### src/rtl/uart_pkg.sv
// Shared definitions for the IO-page UART transmitter: FSM states, 8N1 frame
// constants and status-word bit positions used by the IO read decode.
package uart_pkg;

   typedef enum logic [1:0] {
      IDLE  = 2'd0,
      START = 2'd1,
      DATA  = 2'd2,
      STOP  = 2'd3
   } tx_state_t;

   localparam int unsigned DATA_BITS = 8;
   localparam logic        START_LVL = 1'b0;
   localparam logic        STOP_LVL  = 1'b1;

   localparam int unsigned ST_EMPTY  = 8;
   localparam int unsigned ST_FULL   = 9;
   localparam int unsigned ST_BUSY   = 10;
   localparam int unsigned ST_OVF    = 11;

endpackage

### src/rtl/uart_fifo.sv
// Synchronous circular-buffer FIFO. The head entry is always visible on dout.
// A push into a full FIFO is accepted when a pop happens on the same edge.
module uart_fifo #(
   parameter int unsigned DEPTH = 16,
   parameter int unsigned WIDTH = 8
) (
   input  logic                     clk,
   input  logic                     reset,
   input  logic                     push,
   input  logic                     pop,
   input  logic [WIDTH-1:0]         din,
   output logic [WIDTH-1:0]         dout,
   output logic                     full,
   output logic                     empty,
   output logic [$clog2(DEPTH):0]   count
);

   localparam int unsigned AW = $clog2(DEPTH);
   localparam int unsigned CW = AW + 1;
   localparam logic [CW-1:0] CNT_FULL = CW'(DEPTH);

   logic [WIDTH-1:0] mem [DEPTH];
   logic [AW-1:0]    wr_ptr;
   logic [AW-1:0]    rd_ptr;
   logic             push_ok;
   logic             pop_ok;

   assign empty   = (count == '0);
   assign full    = (count == CNT_FULL);
   assign pop_ok  = pop & ~empty;
   assign push_ok = push & (~full | pop_ok);
   assign dout    = mem[rd_ptr];

   // storage array; contents need no reset since count gates visibility
   always_ff @(posedge clk) begin
      if (push_ok) begin
         mem[wr_ptr] <= din;
      end
   end

   // wrap-around pointers and occupancy count
   always_ff @(posedge clk) begin
      if (reset) begin
         wr_ptr <= '0;
         rd_ptr <= '0;
         count  <= '0;
      end else begin
         if (push_ok) begin
            wr_ptr <= wr_ptr + 1'b1;
         end
         if (pop_ok) begin
            rd_ptr <= rd_ptr + 1'b1;
         end
         case ({push_ok, pop_ok})
            2'b10:   count <= count + 1'b1;
            2'b01:   count <= count - 1'b1;
            default: count <= count;
         endcase
      end
   end

endmodule

### src/rtl/uart_tx_io.sv
// Memory-mapped 8N1 UART transmitter for the processor IO page. Byte writes
// are queued in a FIFO and shifted out LSB first on txd; a status word and an
// empty interrupt are returned to the IO read mux.
module uart_tx_io
   import uart_pkg::*;
#(
   parameter int unsigned CLK_FREQ   = 50000000,
   parameter int unsigned BAUD       = 115200,
   parameter int unsigned DIV        = CLK_FREQ / BAUD,
   parameter int unsigned FIFO_DEPTH = 16
) (
   input  logic        clk,
   input  logic        reset,
   input  logic        wr_en,
   input  logic [7:0]  wr_data,
   input  logic        clr_ovf,
   output logic        txd,
   output logic [31:0] status,
   output logic        irq_empty
);

   localparam int unsigned BW = $clog2(DIV);
   localparam int unsigned IW = $clog2(DATA_BITS);
   localparam int unsigned CW = $clog2(FIFO_DEPTH) + 1;
   localparam logic [BW-1:0] BAUD_LAST = BW'(DIV - 1);
   localparam logic [IW-1:0] BIT_LAST  = IW'(DATA_BITS - 1);

   tx_state_t      state, state_d;
   logic [BW-1:0]  baud, baud_d;
   logic [IW-1:0]  bit_idx, bit_idx_d;
   logic [7:0]     shift, shift_d;
   logic           txd_d;
   logic           overflow, overflow_d;
   logic           pop;
   logic           drop;
   logic           baud_end;

   logic [7:0]     head;
   logic           fifo_full;
   logic           fifo_empty;
   logic [CW-1:0]  fifo_count;

   uart_fifo #(
      .DEPTH (FIFO_DEPTH),
      .WIDTH (8)
   ) u_fifo (
      .clk   (clk),
      .reset (reset),
      .push  (wr_en),
      .pop   (pop),
      .din   (wr_data),
      .dout  (head),
      .full  (fifo_full),
      .empty (fifo_empty),
      .count (fifo_count)
   );

   assign baud_end = (baud == BAUD_LAST);

   // state register plus shifter, counters, txd and sticky overflow
   always_ff @(posedge clk) begin
      if (reset) begin
         state    <= IDLE;
         baud     <= '0;
         bit_idx  <= '0;
         shift    <= '0;
         txd      <= STOP_LVL;
         overflow <= 1'b0;
      end else begin
         state    <= state_d;
         baud     <= baud_d;
         bit_idx  <= bit_idx_d;
         shift    <= shift_d;
         txd      <= txd_d;
         overflow <= overflow_d;
      end
   end

   // next-state: bit timing, shifting and FIFO pops at frame boundaries
   always_comb begin
      state_d   = state;
      baud_d    = baud;
      bit_idx_d = bit_idx;
      shift_d   = shift;
      pop       = 1'b0;
      case (state)
         IDLE: begin
            if (!fifo_empty) begin
               pop     = 1'b1;
               shift_d = head;
               baud_d  = '0;
               state_d = START;
            end
         end
         START: begin
            if (baud_end) begin
               baud_d    = '0;
               bit_idx_d = '0;
               state_d   = DATA;
            end else begin
               baud_d = baud + 1'b1;
            end
         end
         DATA: begin
            if (baud_end) begin
               baud_d  = '0;
               shift_d = {1'b0, shift[7:1]};
               if (bit_idx == BIT_LAST) begin
                  state_d = STOP;
               end else begin
                  bit_idx_d = bit_idx + 1'b1;
               end
            end else begin
               baud_d = baud + 1'b1;
            end
         end
         STOP: begin
            if (baud_end) begin
               baud_d = '0;
               // chain straight into the next start bit so frames stay contiguous
               if (!fifo_empty) begin
                  pop     = 1'b1;
                  shift_d = head;
                  state_d = START;
               end else begin
                  state_d = IDLE;
               end
            end else begin
               baud_d = baud + 1'b1;
            end
         end
         default: state_d = IDLE;
      endcase
   end

   // output decode from the upcoming state so txd is a clean flop output
   always_comb begin
      case (state_d)
         START:   txd_d = START_LVL;
         DATA:    txd_d = shift_d[0];
         default: txd_d = STOP_LVL;
      endcase
   end

   // overflow: a dropped write sets it and takes priority over a clear
   always_comb begin
      drop       = wr_en & fifo_full & ~pop;
      overflow_d = drop | (overflow & ~clr_ovf);
   end

   // status word assembled purely from flops, so it moves only on clk edges
   always_comb begin
      status           = '0;
      status[7:0]      = 8'(fifo_count);
      status[ST_EMPTY] = fifo_empty;
      status[ST_FULL]  = fifo_full;
      status[ST_BUSY]  = (state != IDLE);
      status[ST_OVF]   = overflow;
   end

   assign irq_empty = fifo_empty & (state == IDLE);

endmodule

### config.mk
export PLATFORM = sky130hd
export DESIGN_NAME = uart_tx_io
export DESIGN_NICKNAME = d
export VERILOG_FILES = /design/src/rtl/uart_pkg.sv /design/src/rtl/uart_fifo.sv /design/src/rtl/uart_tx_io.sv
export SDC_FILE = /design/constraint.sdc
export NUM_CORES = 1
export LEC_CHECK = 0
export CELL_PAD_IN_SITES_DETAIL_PLACEMENT = 0
export CELL_PAD_IN_SITES_GLOBAL_PLACEMENT = 1
export CORE_MARGIN = 2
export CORE_UTILIZATION = 45
export CTS_CLUSTER_DIAMETER = 120
export DETAILED_ROUTE_END_ITERATION = 8
export GPL_TIMING_DRIVEN = 1
export PLACE_DENSITY = 0.87
export SYNTH_ARGS = -nofsm -noshare
export SYNTH_HDL_FRONTEND = slang
export SYNTH_SLANG_ARGS = --single-unit
### constraint.sdc
create_clock -name clk -period 3.2 [get_ports clk]
set_input_delay 0.96 -clock clk [delete_from_list [all_inputs] [get_ports clk]]
set_output_delay 0.96 -clock clk [all_outputs]
set_load 0.02 [all_outputs]
# After elaboration in Yosys (flattened, before gate mapping)
# Memories as Yosys holds them, arrays and structs flattened. A register that Yosys moved wholly into a read port is not among the register bits.
# Index checks and enable logic that the tools add are counted.
# word_totals
out_inout_bits	34
ramBits	128
mem_count	1
latch_bits	0
wordCells	80
reg_bits	37
rom_bits	0
# memory_table
memory	words	width	rd	rd_clocked_by_memory_dff	write_ports	line	source
u_fifo.mem	16	8	1	1	1	uart_fifo.sv:22	logic [WIDTH-1:0] mem [DEPTH];
# classes
bitwise	12
mux	27
mul	0
n_reduce_logical	9
shifts	0
add_sub_neg	6
div	0
n_eq_ne	15
n_lt_le_gt_ge	0
# ops
op	count
2-to-1 mux 8 bit	3
case mux 8 bit (3 select lines)	1
2-to-1 mux 9 bit	2
case mux 9 bit (2 select lines)	1
2-to-1 mux 2 bit	5
!= test 2 bit (second input constant)	5
case mux 5 bit (2 select lines)	1
adder 9 x 1 -> 9 bit (second input constant)	1
== test 9 bit (second input constant)	1
2-to-1 mux 3 bit	3
adder 4 x 1 -> 4 bit (second input constant)	2
== test 2 bit (second input constant)	4
2-to-1 mux 4 bit	2
case mux 2 bit (4 select lines)	1
bitwise AND 1 bit	6
== test 2 x 1 -> 1 bit (second input constant)	3
case mux 3 bit (2 select lines)	1
nonzero test 2 bit	3
adder 5 x 1 -> 5 bit (second input constant)	1
== test 5 bit (second input constant)	1
logical NOT 5 bit	1
2-to-1 mux 1 bit	5
subtractor 5 x 1 -> 5 bit (second input constant)	1
NOT 1 bit	4
9 further kinds	11

# Longest topological paths before layout
# Gate-level depths: netlist of run 1.
# depth
word_depth	9
ltp_mapped	15

# Cells and area by module
# From an unflattened synthesis of run 1, not the netlist that was laid out.
# hier_totals
cells_unflattened	507
area_unflattened_um2	7490.9
# modules_own_cells
module	area_each_um2	instances	seq_area_each_um2	cells_per_inst
uart_fifo	5866.9	1	4184.0	325
uart_tx_io	1624.1	1	480.5	182

# Worst setup path after synthesis of run 1
# OpenSTA, ideal clock, no wires.
# synth_timing
path_type	flip-flop to flip-flop
start	register baud[1]
end	register u_fifo.count[4]
arrival_ns	3.094
slack_ns	-0.015
setup_time_ns	0.121
path_stages_with_launch	16
n_path_buf	1
period_less_slack_ns	3.215
required_ns	3.079
path_cell_list	dfxtp_1 inv_1 ha_1 and4_1 buf_2 a31oi_4 o211ai_1 nand2_1 ha_1 xor2_1 ha_1 a21boi_0 o221ai_1 a21o_1 nand3b_1 mux2_2
# synth_between
elab_chain_len	8
elab_cells_between_ends	10
classes_between	3 x eq/ne; 3 x mux; 3 x bitwise; 1 x reduce/logical
# synth_lines
item	line	source
from (decl)	uart_tx_io.sv:29	logic [BW-1:0] baud, baud_d;
from (signal assigned)	uart_tx_io.sv:71	baud <= baud_d;
== test 9 bit *	uart_tx_io.sv:58	assign baud_end = (baud == BAUD_LAST);
2-to-1 mux 1 bit *	uart_tx_io.sv:118	if (baud_end) begin
case mux 1 bit (2 select lines) *	uart_tx_io.sv:86	case (state)
bitwise AND 1 bit *	uart_fifo.sv:30	assign pop_ok = pop & ~empty;
bitwise OR 1 bit	uart_fifo.sv:31	assign push_ok = push & (~full | pop_ok);
bitwise AND 1 bit	uart_fifo.sv:31	
== test 2 x 1 -> 1 bit or == test 2 bit (tied branches)	uart_fifo.sv:54	case ({push_ok, pop_ok})
case mux 5 bit (2 select lines) or nonzero test 2 bit (tied branches)	--	
to (signal assigned)	uart_fifo.sv:55	2'b10: count <= count + 1'b1;
to (signal assigned)	uart_fifo.sv:56	2'b01: count <= count - 1'b1;
to (signal assigned)	uart_fifo.sv:57	default: count <= count;
to (decl)	uart_fifo.sv:15	output logic [$clog2(DEPTH):0] count
# Mark *: on every way between the ends. The rest lies on a longest branch, timed or not.
# A chain may end at the register's enable or synchronous reset.

# Final worst setup path of run 1
# Same ends and word-level chain as after synthesis.

==> results of run 1 <==
-- tightest hold or removal path, cell delays in order, from the launching register on --
cell	delay [ps]
sky130_fd_sc_hd__dfxtp_1	330
sky130_fd_sc_hd__mux2i_1	70
sky130_fd_sc_hd__nor2_1	70
-- cell usage in the layout, fill, tap and decap left out, types with 7 or more instances in the layout --
cell	n
sky130_fd_sc_hd__nor3_1	8
sky130_fd_sc_hd__mux2_2	7
sky130_fd_sc_hd__a21oi_1	19
sky130_fd_sc_hd__o21ai_0	10
sky130_fd_sc_hd__mux4_2	26
sky130_fd_sc_hd__buf_4	34
sky130_fd_sc_hd__inv_1	19
sky130_fd_sc_hd__dfxtp_1	40
sky130_fd_sc_hd__clkdlybuf4s50_1	18
sky130_fd_sc_hd__conb_1	23
sky130_fd_sc_hd__nor2_1	39
sky130_fd_sc_hd__mux2i_1	22
sky130_fd_sc_hd__nand3_1	19
sky130_fd_sc_hd__a22oi_1	15
sky130_fd_sc_hd__nand2_1	11
sky130_fd_sc_hd__ha_1	16
sky130_fd_sc_hd__edfxtp_1	128
sky130_fd_sc_hd__clkbuf_16	17
-- metrics by stage --
step	setup WS [ps]	cells	TNS, ps
3_5_place_dp	-32.4	771	-32.4
4_1_cts	171	803	0
5_1_grt	34.0	803	0
2_1_floorplan	4.26	542	0
6_report	207	803	0
3_3_place_gp	50.5	771	0
-- power groups by stage --
stage	clock network, mW	registers (mW)	logic [mW]
after floorplan	0	2.67	1.41
after global placement	0	2.71	1.94
after detailed placement	0	2.72	1.98
after CTS	1.89	2.67	1.96
after global routing	1.98	2.69	2.17
final	1.85	2.67	1.97
-- layout make-up --
class                      instances  area, µm²
clock buffer                      20        437
clock inverter                    12       90.1
fill                            1348       7860
inverter                          20       75.1
multi-input combinational        306       2530
sequential                       169       4670
tap                              220        275
timing repair buffer              56        470
-- per-layer routing --
layer	track usage	share of wire
met1	0.223	0.44
met2	0.302	0.50
met3	0.0498	0.051
met4	0.0615	0.017
met5	0	0
-- state kept, by name, indices dropped and copies added (netlist names), named ones only --
name and cells:
overflow 1, txd 1, state 2, shift 8, baud 9, bit_idx 3
u_fifo.wr_ptr 4, u_fifo.rd_ptr 4, u_fifo.mem 128, u_fifo.count 5
-- logic make-up after synthesis --
logic type	after synthesis	synth area share
AOI/OAI and AO/OA	85	0.0838
xor gates and xnor gates	6	0.00704
adders and majority gates	18	0.0302
buffers and inverters	67	0.0480
DFF	169	0.625
muxes	55	0.119
other	1	0.000503
and+or+nand+nor	119	0.0869
-- worst max path at each step --
stage | start | to | slack, ps | cells past startpoint
6_report | baud[1]$_SDFFE_PP0N_ | u_fifo.count[4]$_SDFFE_PP0P_ | 210 | 14
4_1_cts | baud[1]$_SDFFE_PP0N_ | u_fifo.count[4]$_SDFFE_PP0P_ | 170 | 14
5_1_grt | baud[1]$_SDFFE_PP0N_ | u_fifo.count[4]$_SDFFE_PP0P_ | 30 | 14
2_1_floorplan | u_fifo.count[1]$_SDFFE_PP0P_ | u_fifo.count[4]$_SDFFE_PP0P_ | 4 | 13
3_5_place_dp | wr_en | u_fifo.count[4]$_SDFFE_PP0P_ | -30 | 10
3_3_place_gp | wr_en | u_fifo.count[4]$_SDFFE_PP0P_ | 50 | 10
-- repair_timing --
action	in CTS	in global routing
pin swaps	0	0
gates resized for setup	4	4
gates cloned	0	0
endpoints found under the hold margin	0	0
endpoints found under the setup margin	4	2
==> impl_metrics.csv, run 1 <==
group,metric,value,unit
outcome,status,"finished, final reports clean",
route,detailroute.via_count,4476,
die,die_w,133,µm
route,drt-vias-per-instance,5.57,
synth,synthDistinctLibCells,59,
route,drtAntennaViolNets,0,
timing,measured_slew_at_the_worst_slew_check_pin,751,ps
clock_tree,insertion_delay,430,ps
synth,synth_async_sr_flop_share,0,
pwr,p_seq_frac,0.411,
die,floorplan.initialDensity,0.455,
clock_tree,cts_made_buffers,17,
timing,period_needed,2990,ps
setup_path,worstPathMaxFanout,4,
placed_design,io_buffer_count,22,
setup_path,critical_path.slowest_cell,"sky130_fd_sc_hd__dfxtp_1",
route,drt_pass1_iterations,4,
timing,slew_violations,0,
grt,via_count_of_the_first_global_routing_pass,4526,
setup_path,timing.critical_path.from_type,"register",
final_layout,final_instance_area,0.00855,mm²
final_layout,final_nets,600,
synth,synth_area_per_cell,14.4,µm²
grt,track_usage,0.179,
synth,ys_seq_elements,169,
synth,synthDominantCellAreaShare,0.515,
setup_path,critPathArrivalTime,3310,ps
grt,antenna_found_initial,0,
clock_tree,cts.htree.levels,4,
setup_path,cell_class_contributing_the_biggest_share_of_worst_path_delay,"compound AO/OA/AOI/OAI gates",
synth,synth.top_cells.by_area,"sky130_fd_sc_hd__edfxtp_1, sky130_fd_sc_hd__dfxtp_1, sky130_fd_sc_hd__mux4_2, sky130_fd_sc_hd__ha_1, sky130_fd_sc_hd__mux2i_1",
final_layout,syn_to_final_growth,14.5,%
synth,synth-edff-count,128,
timing,post-route-period-util,0.935,
setup_path,crit_top_cell,"sky130_fd_sc_hd__ha_2",
setup_path,timing.reg2reg.worst_path_depth,14,
setup_path,critical_path.cell_chain,"inv_1 > ha_1 > and4_1 > a31oi_4 > o211ai_1 > nand2_1 > ha_2 > xor2_1 > ha_2 > a21boi_1 > o221ai_1 > a21o_1 > nand3b_1 > mux2_2",
synth,synth_cells,520,
pwr,cell_pwr_density,760,mW/mm²
placed_design,hpwl,10200,µm
pwr,p_sw,2.10,mW
die,dieHeight,133,µm
pwr,cell_internal_power_dissipation,4.40,mW
clock_tree,post_cts.repair.setup_buffers,0,
grt,grt_pass1_wl,23900,µm
timing,max_slew_margin,0.498,
grt,grt_max_degree,34,
synth,yosys_synthesis_warning_count,0,
synth,netlist_top_cells_count,"sky130_fd_sc_hd__edfxtp_1, sky130_fd_sc_hd__dfxtp_1, sky130_fd_sc_hd__nor2_1, sky130_fd_sc_hd__buf_4, sky130_fd_sc_hd__mux4_2",
setup_path,worst_r2r_endpoint,"u_fifo.count[4]$_SDFFE_PP0P_",
placed_design,gp_congestion,0.818,
die,floorplan.die_area,0.0176,mm²
timing,fin_worst_skew,7.39,ps
hold_path,hold_start,"bit_idx[2]$_SDFFE_PP0P_",
hold_path,min_path_type,"reg2reg",
setup_path,worst_r2r_startpoint,"baud[1]$_SDFFE_PP0N_",
timing,hold_slack,508,ps
route,wirelength,14900,µm
hold_path,min_path_cells,2,
setup_path,critPathMaxStageDelay,360,ps
setup_path,worst-path-buf-inv,1,
route,remaining_drc_errors,0,
pwr,power.ir.vdd_worst,0.440,mV
die,pin_count,46,
synth,synth_seq_area_share,0.625,
timing,rsz0062_at_grt,"false",
synth,synthDominantAreaCellType,"sky130_fd_sc_hd__edfxtp_1",
pwr,power.total,6.50,mW
clock_tree,clock_tree_from_tritoncts,"built",
setup_path,criticalPathCategory,"reg2reg",
pwr,power.clock.fraction,0.285,
die,num_rows,47,
route,wl_per_cell,18.6,µm
clock_tree,cts_root_buffer,"sky130_fd_sc_hd__clkbuf_16",
die,coreArea,0.0164,mm²
synth,cell_area_synth,0.00746,mm²
clock_tree,max-clock-path-buffers,2,
flow_run,max_cap_viol_count,0,
setup_path,critical_path.endpoint_type,"register",
timing,report.final.setup_viol,0,
clock_tree,ctsHoldBuffers,0,
final_layout,finish.utilization,0.521,
grt,grt-ovfl-total,0,
placed_design,placed_cell_area,0.00802,mm²
route,detailed_route_iter0_violations,333,
clock_tree,numClockSinks,169,
timing,hold_viol_final,0,
pwr,power.share.combinational,0.304,
final_layout,post_route_cells_drive_above_1_share,0.194,
clock_tree,clk_transition_reported_paths,60,ps
setup_path,setup.reg_to_reg.worst_slack,210,ps
pwr,switching_share,0.324,
hold_path,worst_hold_path.endpoint,"bit_idx[2]$_SDFFE_PP0P_",
final_layout,insertedDiodeCount,0,
synth,post-synth-top-count-cell,"sky130_fd_sc_hd__edfxtp_1",
setup_path,timing.critical_path.required,3520,ps
synth,postSynth.topFlopCell,"sky130_fd_sc_hd__edfxtp_1",
timing,maxClockFrequency,334,MHz
pwr,leakagePower,2.87,nW
No activity file was read; power rests on OpenSTA's default activity.
==> run 2: changes to the inputs <==
Settings changed: SLEW_MARGIN from default to 30.
==> results of run 2 <==
Final layout, timing and power as in run 1 (identical DEF).
==> run 3: changes to the inputs <==
Settings changed: CORE_ASPECT_RATIO from default to 1.25, PLACE_DENSITY 0.87 to 0.84.
Clock period 3.2 ns to 2.9 ns, I/O delays scaled along.
==> run 3 against run 2 <==
Compared with the run above:
- global-route usage is 0.13 points higher
- critical path type unchanged
- worst setup slack lost 140 ps
- maximum frequency is 5.8% higher
- cell count increased by 1.1%
- critical endpoint unchanged
- clock skew increased by 1.7 ps
- highest routed layer unchanged
- worst hold slack got worse by 3.7 ps
==> impl_metrics.csv, run 3 (synthesis gave the netlist of run 1 again) <==
group,metric,value,unit
pwr,power.total,7.53,mW
setup_path,crit_top_cell,"sky130_fd_sc_hd__ha_4",
timing,measured_slew_at_the_worst_slew_check_pin,567,ps
setup_path,crit_cells,14,
route,remaining_drc_errors,0,
pwr,cell_internal_power_dissipation,5.07,mW
pwr,cell_pwr_density,859,mW/mm²
setup_path,critical_path.slowest_cell,"sky130_fd_sc_hd__dfxtp_4",
final_layout,largest_registers_in_the_final_layout,"u_fifo.mem x128, baud x9, shift x8",
flow_run,max_cap_viol_count,0,
placed_design,io_buffer_count,22,
route,drt-vias-per-instance,5.48,
die,pin_count,46,
timing,report.final.setup_viol,0,
setup_path,critical_path.endpoint_type,"register",
final_layout,fillCellCount,1342,
clock_tree,ctsHoldBuffers,0,
setup_path,critical_path.cell_chain,"inv_4 > ha_4 > and4_4 > a31oi_4 > o211ai_1 > nand2_2 > ha_4 > xor2_1 > ha_2 > o21a_1 > o221ai_2 > nand3_1 > nand3b_1 > mux2_2",
final_layout,top_register,"u_fifo.mem",
timing,max_slew_margin,0.621,
die,die_w,119,µm
pwr,power.ir.vdd_worst,0.455,mV
setup_path,worst_r2r_endpoint,"u_fifo.count[4]$_SDFFE_PP0P_",
route,drt_pass1_iterations,5,
setup_path,critPathLaunch,"baud[1]$_SDFFE_PP0N_",
placed_design,hpwl,10600,µm
timing,period_needed,2830,ps
die,num_rows,52,
clock_tree,numClockSinks,169,
grt,grt-ovfl-total,0,
timing,maxClockFrequency,354,MHz
die,dieHeight,148,µm
pwr,power.clock.fraction,0.293,
route,drtAntennaViolNets,0,
timing,post-route-period-util,0.975,
final_layout,syn_to_final_growth,17.5,%
clock_tree,insertion_delay,430,ps
timing,slew_violations,0,
pwr,power.share.combinational,0.321,
final_layout,post_route_cells_drive_above_1_share,0.243,
route,detailroute.via_count,4452,
pwr,p_seq_frac,0.386,
setup_path,worst_r2r_startpoint,"baud[1]$_SDFFE_PP0N_",
final_layout,commonest_cells_after_routing_fill_and_taps_aside,"sky130_fd_sc_hd__edfxtp_1, sky130_fd_sc_hd__buf_4, sky130_fd_sc_hd__nor2_1",
clock_tree,max-clock-path-buffers,2,
setup_path,setup.reg_to_reg.worst_slack,70,ps
setup_path,criticalPathCategory,"reg2reg",
outcome,status,"finished, final reports clean",
die,coreArea,0.0162,mm²
setup_path,timing.reg2reg.worst_path_depth,14,
clock_tree,clk_transition_reported_paths,70,ps
grt,grt_max_degree,31,
route,wl_per_cell,18.6,µm
hold_path,min_path_type,"reg2reg",
final_layout,flip_flop_count_of_the_largest_register_all_copies_and_words_added,128,
setup_path,cell_class_contributing_the_biggest_share_of_worst_path_delay,"compound AO/OA/AOI/OAI gates",
final_layout,most_frequent_standard_cell_in_the_layout_excluding_fill_and_tap_cells,"sky130_fd_sc_hd__edfxtp_1",
timing,hold_slack,504,ps
timing,hold_viol_final,0,
timing,rsz0062_at_grt,"true",
grt,grt_pass1_wl,24100,µm
setup_path,timing.critical_path.required,3210,ps
clock_tree,clock_tree_from_tritoncts,"built",
setup_path,timing.critical_path.from_type,"register",
setup_path,worst-path-buf-inv,1,
pwr,switching_share,0.326,
setup_path,worstSetupEndpoint,"u_fifo.count[4]$_SDFFE_PP0P_",
timing,fin_worst_skew,9.07,ps
setup_path,critPathArrivalTime,3140,ps
die,floorplan.initialDensity,0.461,
placed_design,gp_congestion,0.799,
pwr,p_sw,2.46,mW
clock_tree,cts_root_buffer,"sky130_fd_sc_hd__clkbuf_16",
setup_path,critPathMaxStageDelay,360,ps
route,wirelength,15100,µm
final_layout,final_nets,613,
grt,track_usage,0.180,
pwr,leakagePower,2.96,nW
final_layout,insertedDiodeCount,0,
grt,via_count_of_the_first_global_routing_pass,4572,
setup_path,worstPathMaxFanout,4,
route,detailed_route_iter0_violations,292,
die,floorplan.die_area,0.0176,mm²
clock_tree,cts.htree.levels,4,
clock_tree,cts_made_buffers,17,
grt,antenna_found_initial,0,
run 3: power by group through the flow:
stage                     Clock [mW]  Sequential [mW]  Combinational, mW
after CTS                       2.24             2.91               2.38
after global placement             0             2.95               2.33
after global routing            2.34             2.94               2.62
final                           2.21             2.91               2.41
after floorplan                    0             2.95               1.60
after detailed placement           0             2.96               2.39
run 3: through the flow:
stage	worst slack, ps	cell area (µm²)	setup TNS, ps	util	std cells
finish	71.9	8770	0	0.541	812
global route	-60.2	8770	-64.1	0.541	812
CTS	22.6	8730	0	0.539	811
detailed placement	-121	8150	-146	0.503	779
global placement	-52.6	8150	-52.6	0.503	779
floorplan	-77.6	7590	-125	-	542
run 3: how the worst min path moves through the flow:
stage	from	to	slack (ps)	cells after the start
2_1_floorplan	bit_idx[1]$_SDFFE_PP0P_	bit_idx[1]$_SDFFE_PP0P_	460	2
3_3_place_gp	bit_idx[1]$_SDFFE_PP0P_	bit_idx[1]$_SDFFE_PP0P_	480	2
6_report	baud[3]$_SDFFE_PP0N_	baud[3]$_SDFFE_PP0N_	500	2
5_1_grt	baud[3]$_SDFFE_PP0N_	baud[3]$_SDFFE_PP0N_	540	2
3_5_place_dp	baud[3]$_SDFFE_PP0N_	baud[3]$_SDFFE_PP0N_	500	2
4_1_cts	baud[3]$_SDFFE_PP0N_	baud[3]$_SDFFE_PP0N_	510	2
run 3: final cells by class:
class	instances	area [µm²]	area share
Multi-Input combinational cell	306	2580	0.295
Clock buffer	17	425	0.0485
Sequential cell	169	4670	0.533
Clock inverter	15	158	0.0180
Timing Repair Buffer	69	581	0.0662
Tap cell	216	270	0.0308
Inverter	20	77.6	0.00885
run 3: what timing repair did:
item | 4_1_cts | 5_1_grt
pin swaps | 1 | 3
gates resized for setup | 6 | 8
setup buffers | 0 | 1
endpoints found under the setup margin | 6 | 4
run 3: routing by layer:
layer / up-vias / wire [µm] / GRT usage
li1: 2104 / - / -
met3: 15 / 533 / 0.0386
met5: - / 0 / 0
met4: 0 / 223 / 0.0702
met2: 97 / 8320 / 0.330
met1: 2236 / 6040 / 0.205
run 3: worst min-delay path, delay by kind of cell, from the launching register on:
kind	cells	cell delay, ps
DFF	1	360
and+or+nand+nor	1	60
AOI/OAI and AO/OA	1	50
